`config.mk`:
```
export PLATFORM = sky130hd
export DESIGN_NAME = rf2_port_arbiter
export DESIGN_NICKNAME = d
export VERILOG_FILES = /design/src/rtl/rf2_port_arbiter.sv
export SDC_FILE = /design/constraint.sdc
export NUM_CORES = 1
export LEC_CHECK = 0
export CORE_UTILIZATION = 29
export CTS_CLUSTER_DIAMETER = 60
export DETAILED_ROUTE_END_ITERATION = 8
export HOLD_SLACK_MARGIN = 0.02
export PLACE_DENSITY = 0.88
export SETUP_SLACK_MARGIN = 0.5
export SLEW_MARGIN = 20
export SYNTH_ARGS = -nofsm -noshare
export SYNTH_HDL_FRONTEND = slang
export SYNTH_SLANG_ARGS = --single-unit
```
`constraint.sdc`:
```
create_clock -name clk -period 2 [get_ports clk]
set_input_delay 0.6 -clock clk [delete_from_list [all_inputs] [get_ports clk]]
set_output_delay 0.6 -clock clk [all_outputs]
set_load 0.02 [all_outputs]
```
`src/rtl/rf2_port_arbiter.sv`:
```
// Port controller for a 1W/1R register file: clears the array after reset, then round-robin
// arbitrates two write clients and two read clients. Optional same-address bypass: RF2_ARB_BYPASS_EN.
module rf2_port_arbiter #(
  parameter int DEPTH     = 16,
  parameter int ADDR_BITS = 7,
  parameter int DATA_BITS = 13
) (
  input  logic                 clk,
  input  logic                 reset,
  input  logic [1:0]           wr_valid,
  output logic [1:0]           wr_ready,
  input  logic [ADDR_BITS-1:0] wr_addr0,
  input  logic [ADDR_BITS-1:0] wr_addr1,
  input  logic [DATA_BITS-1:0] wr_data0,
  input  logic [DATA_BITS-1:0] wr_data1,
  input  logic [1:0]           rd_valid,
  output logic [1:0]           rd_ready,
  input  logic [ADDR_BITS-1:0] rd_addr0,
  input  logic [ADDR_BITS-1:0] rd_addr1,
  output logic [1:0]           rd_rsp_valid,
  output logic [DATA_BITS-1:0] rd_rsp_data,
  output logic                 init_done,
  output logic                 rf_we,
  output logic [ADDR_BITS-1:0] rf_waddr,
  output logic [DATA_BITS-1:0] rf_wdata,
  output logic [ADDR_BITS-1:0] rf_raddr,
  input  logic [DATA_BITS-1:0] rf_q
);
  localparam logic [ADDR_BITS-1:0] LAST_ADDR = ADDR_BITS'(DEPTH - 1);

  typedef enum logic {ST_INIT, ST_RUN} state_t;

  state_t               state_q, state_d;
  logic [ADDR_BITS-1:0] cnt_q, cnt_d;
  logic                 wr_ptr_q, wr_ptr_d;
  logic                 rd_ptr_q, rd_ptr_d;
  logic [1:0]           rsp_valid_q, rsp_valid_d;
  logic [DATA_BITS-1:0] rsp_data_q, rsp_data_d;
  logic                 init_done_q, init_done_d;

  logic                 wr_sel, rd_sel;
  logic                 wr_go, rd_go;
  logic                 wr_in_range, rd_in_range;
  logic [ADDR_BITS-1:0] wr_addr_sel, rd_addr_sel;
  logic [DATA_BITS-1:0] wr_data_sel, rd_value;

  always_comb begin
    // On contention the pointer picks the winner; otherwise the lone requester wins.
    wr_sel      = (wr_valid == 2'b11) ? wr_ptr_q : wr_valid[1];
    rd_sel      = (rd_valid == 2'b11) ? rd_ptr_q : rd_valid[1];
    wr_go       = (state_q == ST_RUN) && !reset && (wr_valid != 2'b00);
    rd_go       = (state_q == ST_RUN) && !reset && (rd_valid != 2'b00);
    wr_addr_sel = wr_sel ? wr_addr1 : wr_addr0;
    wr_data_sel = wr_sel ? wr_data1 : wr_data0;
    rd_addr_sel = rd_sel ? rd_addr1 : rd_addr0;
    wr_in_range = (wr_addr_sel <= LAST_ADDR);
    rd_in_range = (rd_addr_sel <= LAST_ADDR);

    rd_value = rd_in_range ? rf_q : '0;
`ifdef RF2_ARB_BYPASS_EN
    if (wr_go && wr_in_range && rd_in_range && (wr_addr_sel == rd_addr_sel)) begin
      rd_value = wr_data_sel;
    end
`endif

    wr_ready = wr_go ? (wr_sel ? 2'b10 : 2'b01) : 2'b00;
    rd_ready = rd_go ? (rd_sel ? 2'b10 : 2'b01) : 2'b00;
    rf_raddr = rd_addr_sel;

    if (state_q == ST_INIT) begin
      rf_we    = !reset;
      rf_waddr = cnt_q;
      rf_wdata = '0;
    end else begin
      rf_we    = wr_go && wr_in_range;
      rf_waddr = wr_addr_sel;
      rf_wdata = wr_data_sel;
    end

    state_d     = state_q;
    cnt_d       = cnt_q;
    wr_ptr_d    = wr_ptr_q;
    rd_ptr_d    = rd_ptr_q;
    rsp_valid_d = 2'b00;
    rsp_data_d  = rsp_data_q;
    init_done_d = init_done_q;

    case (state_q)
      ST_INIT: begin
        if (cnt_q == LAST_ADDR) begin
          state_d     = ST_RUN;
          init_done_d = 1'b1;
        end else begin
          cnt_d = cnt_q + 1'b1;
        end
      end
      ST_RUN: begin
        if (wr_valid == 2'b11) wr_ptr_d = ~wr_ptr_q;
        if (rd_valid == 2'b11) rd_ptr_d = ~rd_ptr_q;
        if (rd_go) begin
          rsp_valid_d = rd_ready;
          rsp_data_d  = rd_value;
        end
      end
      default: state_d = ST_INIT;
    endcase
  end

  always_ff @(posedge clk) begin
    if (reset) begin
      state_q     <= ST_INIT;
      cnt_q       <= '0;
      wr_ptr_q    <= 1'b0;
      rd_ptr_q    <= 1'b0;
      rsp_valid_q <= 2'b00;
      rsp_data_q  <= '0;
      init_done_q <= 1'b0;
    end else begin
      state_q     <= state_d;
      cnt_q       <= cnt_d;
      wr_ptr_q    <= wr_ptr_d;
      rd_ptr_q    <= rd_ptr_d;
      rsp_valid_q <= rsp_valid_d;
      rsp_data_q  <= rsp_data_d;
      init_done_q <= init_done_d;
    end
  end

  assign rd_rsp_valid = rsp_valid_q;
  assign rd_rsp_data  = rsp_data_q;
  assign init_done    = init_done_q;

endmodule

```
==> impl_results.md, run 1 <==
* Placed inst area at ~0.0034 mm²
* Hold Path Sink: init_done
* Top Ports at 121
* Avg Inst Size Synth at ~7.6 µm²
* Synth warnings at 0
* Final Hold Vio Count at 0
* Synth async-reset ratio at 0%
* Crit path launch type: primary input
* Most frequent cells in the layout: 54 x buf_6, 48 x clkdlybuf4s50_1, 33 x buf_4, 28 x nand2_1, 23 x dfxtp_1
* Largest net degree at the start of global routing at 16
* Fin nets at 438
* Cell Area, Synth at 0.00144 mm²
* Starting Density at ~30%
* Primary FF master, synth: dfxtp_1
* CTS clock-pin slew for the worst setup and hold paths at ~0.090 ns
* Diodes inserted at 0
* WL final at 7110 µm
* Finished Layout Cells at 430
* DR vias at approximately 2100
* Share of the synthesized area in the top cell type at a little over a third
* Area share of fa/ha/maj cells after synthesis at less than 1%
* Drc violations at 0
* Number of antenna violations at the first check in global routing at 0
* Tmin final at 2.46 ns
* Gr usage total at roughly a quarter
* Iter 0 DRT Violations at 82
* Antenna viol nets, final at 0
* Placed cells at 403
* MaxCap Viol Count at 0
* F_max at between 0.4 and 0.5 GHz
* Hold path startpoint: init_done
* Gate Count Post-Synth at 190
* Fin crit share at 123%
* Worst EP arrival at ~1.9 ns
* P&R area growth vs syn at 169%
* GP Congestion at 0.826
* Core area at 0.00475 mm²
* Yosys cell types at 35
* Crit-path max FO at 6
* Status: finished, violations left
* Worst hold path depth at 2
* Sequential share of the synthesized area at between 30% and 40%
* CTS H-tree lvls at 1
* Synthesized Nets at 264
* LEAKAGE at between 0.0015 and 0.002 µW
* Clock root cell: clkbuf_8
* Crit path capture type: output pin
* Clock buffer depth at 2
* Power, Total at between 1000 and 1500 µW
* Post-synth EDFFs at 0
* Quantity of hold-fixing buffers added after cts at 0
* Synth Area in Compound Gates at around a quarter
* Hpwl dp at about 4300 µm
* Die height at roughly 73 µm
* Post-synthesis simple-gate area fraction at a little under a quarter
* Violated checks: negative setup slack
* Reg2Reg Setup Slack at 0.26 ns
* Die area at ~0.0053 mm²
* WL/cell at ~17 µm
* # rows at 25
* FF+latch count, synth at 26
* Power density cells at ~380 mW/mm²
* Share of layout cells above drive strength 1 at between 50% and 60%
* Worst clock skew at roughly 0.002 ns
* Post-Layout Inst Area at just under 0.004 mm²
* Commonest non-fill, non-tap cell in the layout: buf_6
* Reg2reg end: rd_rsp_data[8]
* Worst slew pin tran at 0.296 ns
* RSZ-0062 raised after global routing: true
* First-pass GRT wire length at a little over 10000 µm
* Slew Limit Fails at 0
* CTS tree: yes
* Worst IR drop on VDD at around 0.00025 V
* Final WS setup at -0.456 ns
* Setup TNS at -8.14 ns
* Worst flop-to-flop path startpoint: rd_ptr_q
* CTS Buf Count at 3
* Mux contribution to synthesized area at around 7%
* FF-to-FF path depth at 7
* Setup violators final at 22
* Global route overflow at 0
* Sink Count at 26
* DRT Pass-1 Iters at 5
* Slew headroom at roughly four fifths
* Required @ worst endpoint at about 1.4 ns
* Ranking of synthesized cells by area: dfxtp_1 36%, nand2_1 11%, a22o_1 7.9%
* Chip width at ~73 µm
* Number of global-route vias before repair at 2282
* Worst-skew pair later-pin latency at about 0.28 ns
* HP Class: reg -> reg
* IO Port Bufs at 120
* Avg Vias per Cell at around 5.0
* Largest area contributor in the netlist: dfxtp_1
* Post-synthesis xor/xnor area fraction at roughly 3.0%
* Critical setup path kind: in -> out
* Largest family of logic cells by synthesized area: compound AO/OA/AOI/OAI gates
-- stage by stage --
stage | hold WS, ns | setup WS, ns | util, %
2_1_floorplan | 0.460 | -0.0681 | -
3_3_place_gp | 0.456 | -1.33 | 70.8
3_5_place_dp | 0.457 | -1.34 | 70.8
4_1_cts | 0.485 | -0.397 | 80.7
5_1_grt | 0.500 | -0.475 | 81.6
6_report | 0.478 | -0.456 | 81.6
-- report_power, final --
group,internal (µW),leakage (µW),total (µW),switching [µW]
combinational,284,0.00141,492,207
sequential,522,0.000212,528,5.07
clock,268,0.0000357,442,174
-- per-layer routing --
layer	up-vias	GRT usage [%]	wire length [µm]	part of all wire (%)
met1	1009	24.5	2490	35
met5	-	0	0	0
li1	1012	-	-	-
met4	0	10.0	185	2.6
met2	97	49.7	3960	56
met3	19	5.69	473	6.7
-- worst max path at each step --
stage,start,endpoint,slack (ns),depth (start not counted)
after floorplan,wr_valid[1],rf_we,-0.07,3
after global placement,wr_valid[0],rf_we,-1.33,7
after CTS,wr_valid[0],rf_we,-0.40,8
final,wr_valid[0],rf_wdata[2],-0.46,9
after detailed placement,wr_valid[0],rf_waddr[1],-1.34,7
after global routing,wr_valid[0],rf_wdata[2],-0.48,9
-- cell usage after synthesis, types with 2 or more instances --
library cell  instances
nor2_1               22
mux2i_1               2
nand3_1               4
o21bai_1              2
xor2_1                2
nand2_1              44
clkbuf_1              9
or3_1                 2
inv_1                 5
a21oi_1              17
a31oi_1              10
xnor2_1               3
dfxtp_1              26
a211oi_1              2
nor3_1                2
mux2_2                7
a22o_1               13
-- final cells by class --
class	instances	area, µm²
Multi-Input combinational cell	149	1410
Fill cell	310	875
Timing Repair Buffer	178	1760
Sequential cell	26	524
Clock inverter	1	30.0
Inverter	6	37.5
Tap cell	67	83.8
Clock buffer	3	41.3
-- flip-flops by register name, summed over array words and instances, names as in the netlist --
register	count
cnt_q	7
init_done	1
rd_ptr_q	1
rd_rsp_data	13
rd_rsp_valid	2
state_q	1
wr_ptr_q	1
-- critical path, cell delays in order --
cell,delay (ns)
buf_6,0.09
buf_6,0.12
buf_6,0.12
a21boi_4,0.25
buf_6,0.18
buf_6,0.12
nand2_2,0.08
a21oi_4,0.15
buf_6,0.14
-- kinds of logic (layout without fill, tap and decap cells) --
| kind of cell | Yosys count | after routing |
|---|---|---|
| AO/OA/AOI/OAI | 51 | 53 |
| XOR/XNOR | 5 | 5 |
| buffers and inverters | 17 | 188 |
| flip-flops | 26 | 26 |
| AND/OR/NAND/NOR | 81 | 81 |
| multiplexers | 9 | 9 |
| adder cells (fa/ha/maj) | 1 | 1 |
-- repair_timing --
| action | 4_1_cts | 5_1_grt |
|---|---|---|
| setup endpoints to repair | 63 | 59 |
| setup buffers | 15 | 4 |
| pin swaps | 12 | 12 |
| gates cloned | 3 | 1 |
| gates resized for setup | 335 | 25 |
Power figures use the tool's default switching activity.
==> run 2, diff against run 1 <==
Settings changed: CORE_UTILIZATION 29 to 50, DONT_BUFFER_PORTS from default to 1, PLACE_DENSITY 0.88 to 0.79.
==> run 2 against run 1 <==
Against the previous run: the run still ends with negative setup slack left; routed wire length is 31% lower; critical path depth is 6 lower; highest routed layer unchanged; first-iteration DRC count is 21% lower; core utilization is 3.1 points higher; via count is 27% lower; non-clock buffer count is 156 lower; flip-flop and latch count stayed put; final cell count is 45% lower; combinational power is 55% lower; register-to-register slack better by 0.15 ns; critical endpoint is now rf_we.
==> impl_results.md, run 2 (synthesis results as in run 1) <==
* CTS clock-pin slew for the worst setup and hold paths at 0.14 ns (+0.05 ns)
* Net Sw Power at 284 µW (-27%)
* Final WS setup at -0.198 ns (+0.258 ns)
* Global route overflow at 0 (unchanged)
* DRT Pass-1 Iters at 4 (-1)
* LEAKAGE at 0.000937 µW (-43%)
* Clock buffer depth at 2 (unchanged)
* FF-to-FF path depth at 6 (-1)
* # rows at 19 (-24%)
* Drc violations at 0 (unchanged)
* Worst clock skew at 0.00202 ns (+0.00000972 ns)
* Dpl ws at -0.117 ns (+1.23 ns)
* Antenna viol nets, final at 0 (unchanged)
* Most frequent cells in the layout: 23 x nand2_1, 22 x dfxtp_1, 21 x nand2_4, 20 x nor2_1, 14 x a21oi_4
* Number of antenna violations at the first check in global routing at 0 (unchanged)
* Clock root cell: clkbuf_4
* Chip width at 55.7 µm (-23%)
* Worst IR drop on VDD at 0.000505 V (+100%)
* DR vias at 1552 (-27%)
* Worst-skew pair later-pin latency at 0.31 ns (+0.03 ns)
* Slew headroom at 70.7% (-9.5 points)
* Worst flop-to-flop path startpoint: rd_ptr_q
* Worst hold path depth at 1 (-1)
* Largest register FFs at 13 (unchanged)
* Hpwl dp at 3030 µm (-29%)
* RSZ-0062 raised after global routing: true
* Reg2Reg Setup Slack at 0.41 ns (+0.15 ns)
* Critical setup path kind: reg -> out
* Status: finished, violations left
* Placed cells at 223 (-45%)
* Setup violators final at 21 (-4.5%)
* Share of layout cells above drive strength 1 at 47.1% (-3.1 points)
* Tmin final at 2.20 ns (-0.258 ns)
* CTS H-tree lvls at 1 (unchanged)
* Combinational power share at 20.2% (-13 points)
* Core area at 0.00273 mm² (-43%)
* CTS Buf Count at 3 (unchanged)
* First-pass GRT wire length at 7600 µm (-26%)
* Sink Count at 26 (unchanged)
* Worst EP arrival at 1.60 ns (-0.26 ns)
* Placed inst area at 0.00193 mm² (-43%)
* Hold path startpoint: reset
* Required @ worst endpoint at 1.40 ns (about the same)
* Number of global-route vias before repair at 1585 (-31%)
* F_max at 0.455 GHz (+12%)
* IO Port Bufs at 0 (-100%)
* Clock Power Share at 32.0% (+1.7 points)
* HP Class: in -> reg
* Setup TNS at -1.87 ns (+6.28 ns)
* Crit-path max FO at 4 (-2)
* Die area at 0.00310 mm² (-41%)
* Worst slew pin tran at 0.437 ns (+0.140 ns)
* Starting Density at 52.7% (+22 points)
* P&R area growth vs syn at 60.7%
* Gr usage total at 31.0% (+6.0 points)
* Power density cells at 476 mW/mm² (+26%)
* Die height at 55.7 µm (-23%)
* WL/cell at 20.6 µm (+25%)
* Post-Layout Inst Area at 0.00232 mm² (-40%)
* Finished Layout Cells at 237 (-45%)
* Hold Path Sink: state_q
* Slew Limit Fails at 0 (unchanged)
* Sequential power share at 47.9% (+12 points)
* Crit path capture type: output pin
* Avg Vias per Cell at 6.55 (+32%)
* Fin crit share at 110% (-13 points)
* Reg2reg end: rd_rsp_data[5]
* Violated checks: negative setup slack
* Iter 0 DRT Violations at 65 (-21%)
* GP Congestion at 0.760 (-8.0%)
* Diodes inserted at 0 (unchanged)
* MaxCap Viol Count at 0 (unchanged)
* Commonest non-fill, non-tap cell in the layout: nand2_1
* Fin nets at 281 (-36%)
* Top Ports at 121 (unchanged)
* Final Hold Vio Count at 0 (unchanged)
* CTS tree: yes
* Largest net degree at the start of global routing at 18 (+2)
* WL final at 4890 µm (-31%)
* Sw Share at 25.8% (-0.71 points)
* Quantity of hold-fixing buffers added after cts at 0 (unchanged)
* Internal at 818 µW (-24%)
* Crit path launch type: register
==> run 2: cell count changes in the layout (fill, tap and decap cells not counted), moves of 3 or more <==
cell	previous run	this run
dlygate4sd2_1	19	0
nand2_4	7	21
buf_2	11	0
nand2_2	8	0
clkdlybuf4s50_1	48	0
clkdlybuf4s15_2	4	0
nand2_1	28	23
buf_12	4	1
buf_6	54	7
clkbuf_4	0	3
clkbuf_8	3	0
buf_4	33	11
==> run 2: area by class of cell <==
type	instances	area, µm²
fill	130	418
timing repair buffer	22	226
inverter	6	41.3
clock inverter	1	30.0
multi-input combinational	148	1430
sequential	26	531
tap	31	38.8
clock buffer	3	22.5
==> run 2: how the worst max path moves through the flow <==
stage,from,end,cells after the start
floorplan,wr_valid[1],rf_we,3
global placement,wr_valid[1],rf_we,3
detailed placement,wr_valid[0],rf_we,4
CTS,wr_ptr_q,rf_we,3
global route,wr_ptr_q,rf_we,3
finish,wr_ptr_q,rf_we,3
==> run 2: repair_timing <==
action                     CTS  global route
setup endpoints to repair   35            47
gates resized for setup     66             6
setup buffers                6             0
cloned                       4             0
pin swaps                   60            19
==> run 2: metrics by stage <==
step / hold WS [ns] / power, µW / util [%]
2_1_floorplan: 0.460 / 702 / -
3_3_place_gp: 0.497 / 708 / 70.5
3_5_place_dp: 0.520 / 714 / 70.5
4_1_cts: 0.314 / 1100 / 83.7
5_1_grt: 0.306 / 1140 / 84.7
6_report: 0.327 / 1100 / 84.7
==> run 2: power groups by stage <==
| stage | sequential [µW] | combinational (µW) | clock, µW |
|---|---|---|---|
| after floorplan | 539 | 163 | 0 |
| after global placement | 540 | 168 | 0 |
| after detailed placement | 541 | 173 | 0 |
| after CTS | 527 | 212 | 362 |
| final | 528 | 222 | 352 |
| after global routing | 529 | 235 | 375 |
==> run 2: worst max-delay path: stages, from the launching register on <==
cell and delay (ns):
dfxtp_4 0.42, o21ai_4 0.08, or3_4 0.35, a311oi_4 0.45
==> run 2: layer usage <==
| metal | track usage [%] | part of all wire [%] | vias to the layer above |
|---|---|---|---|
| li1 | - | - | 697 |
| met3 | 5.81 | 8.5 | 12 |
| met5 | 0 | 0 | - |
| met4 | 16.4 | 2.8 | 0 |
| met1 | 33.6 | 35 | 731 |
| met2 | 56.6 | 54 | 112 |
==> run 3, diff against run 2 <==
Settings changed: ABC_CLOCK_PERIOD_IN_PS from default to 2000, CORE_UTILIZATION 50 to 29, DONT_BUFFER_PORTS 1 to default, PLACE_DENSITY 0.79 to 0.88.
==> results of run 3 <==
No change in the layout: final DEF, timing and power equal those of run 1.
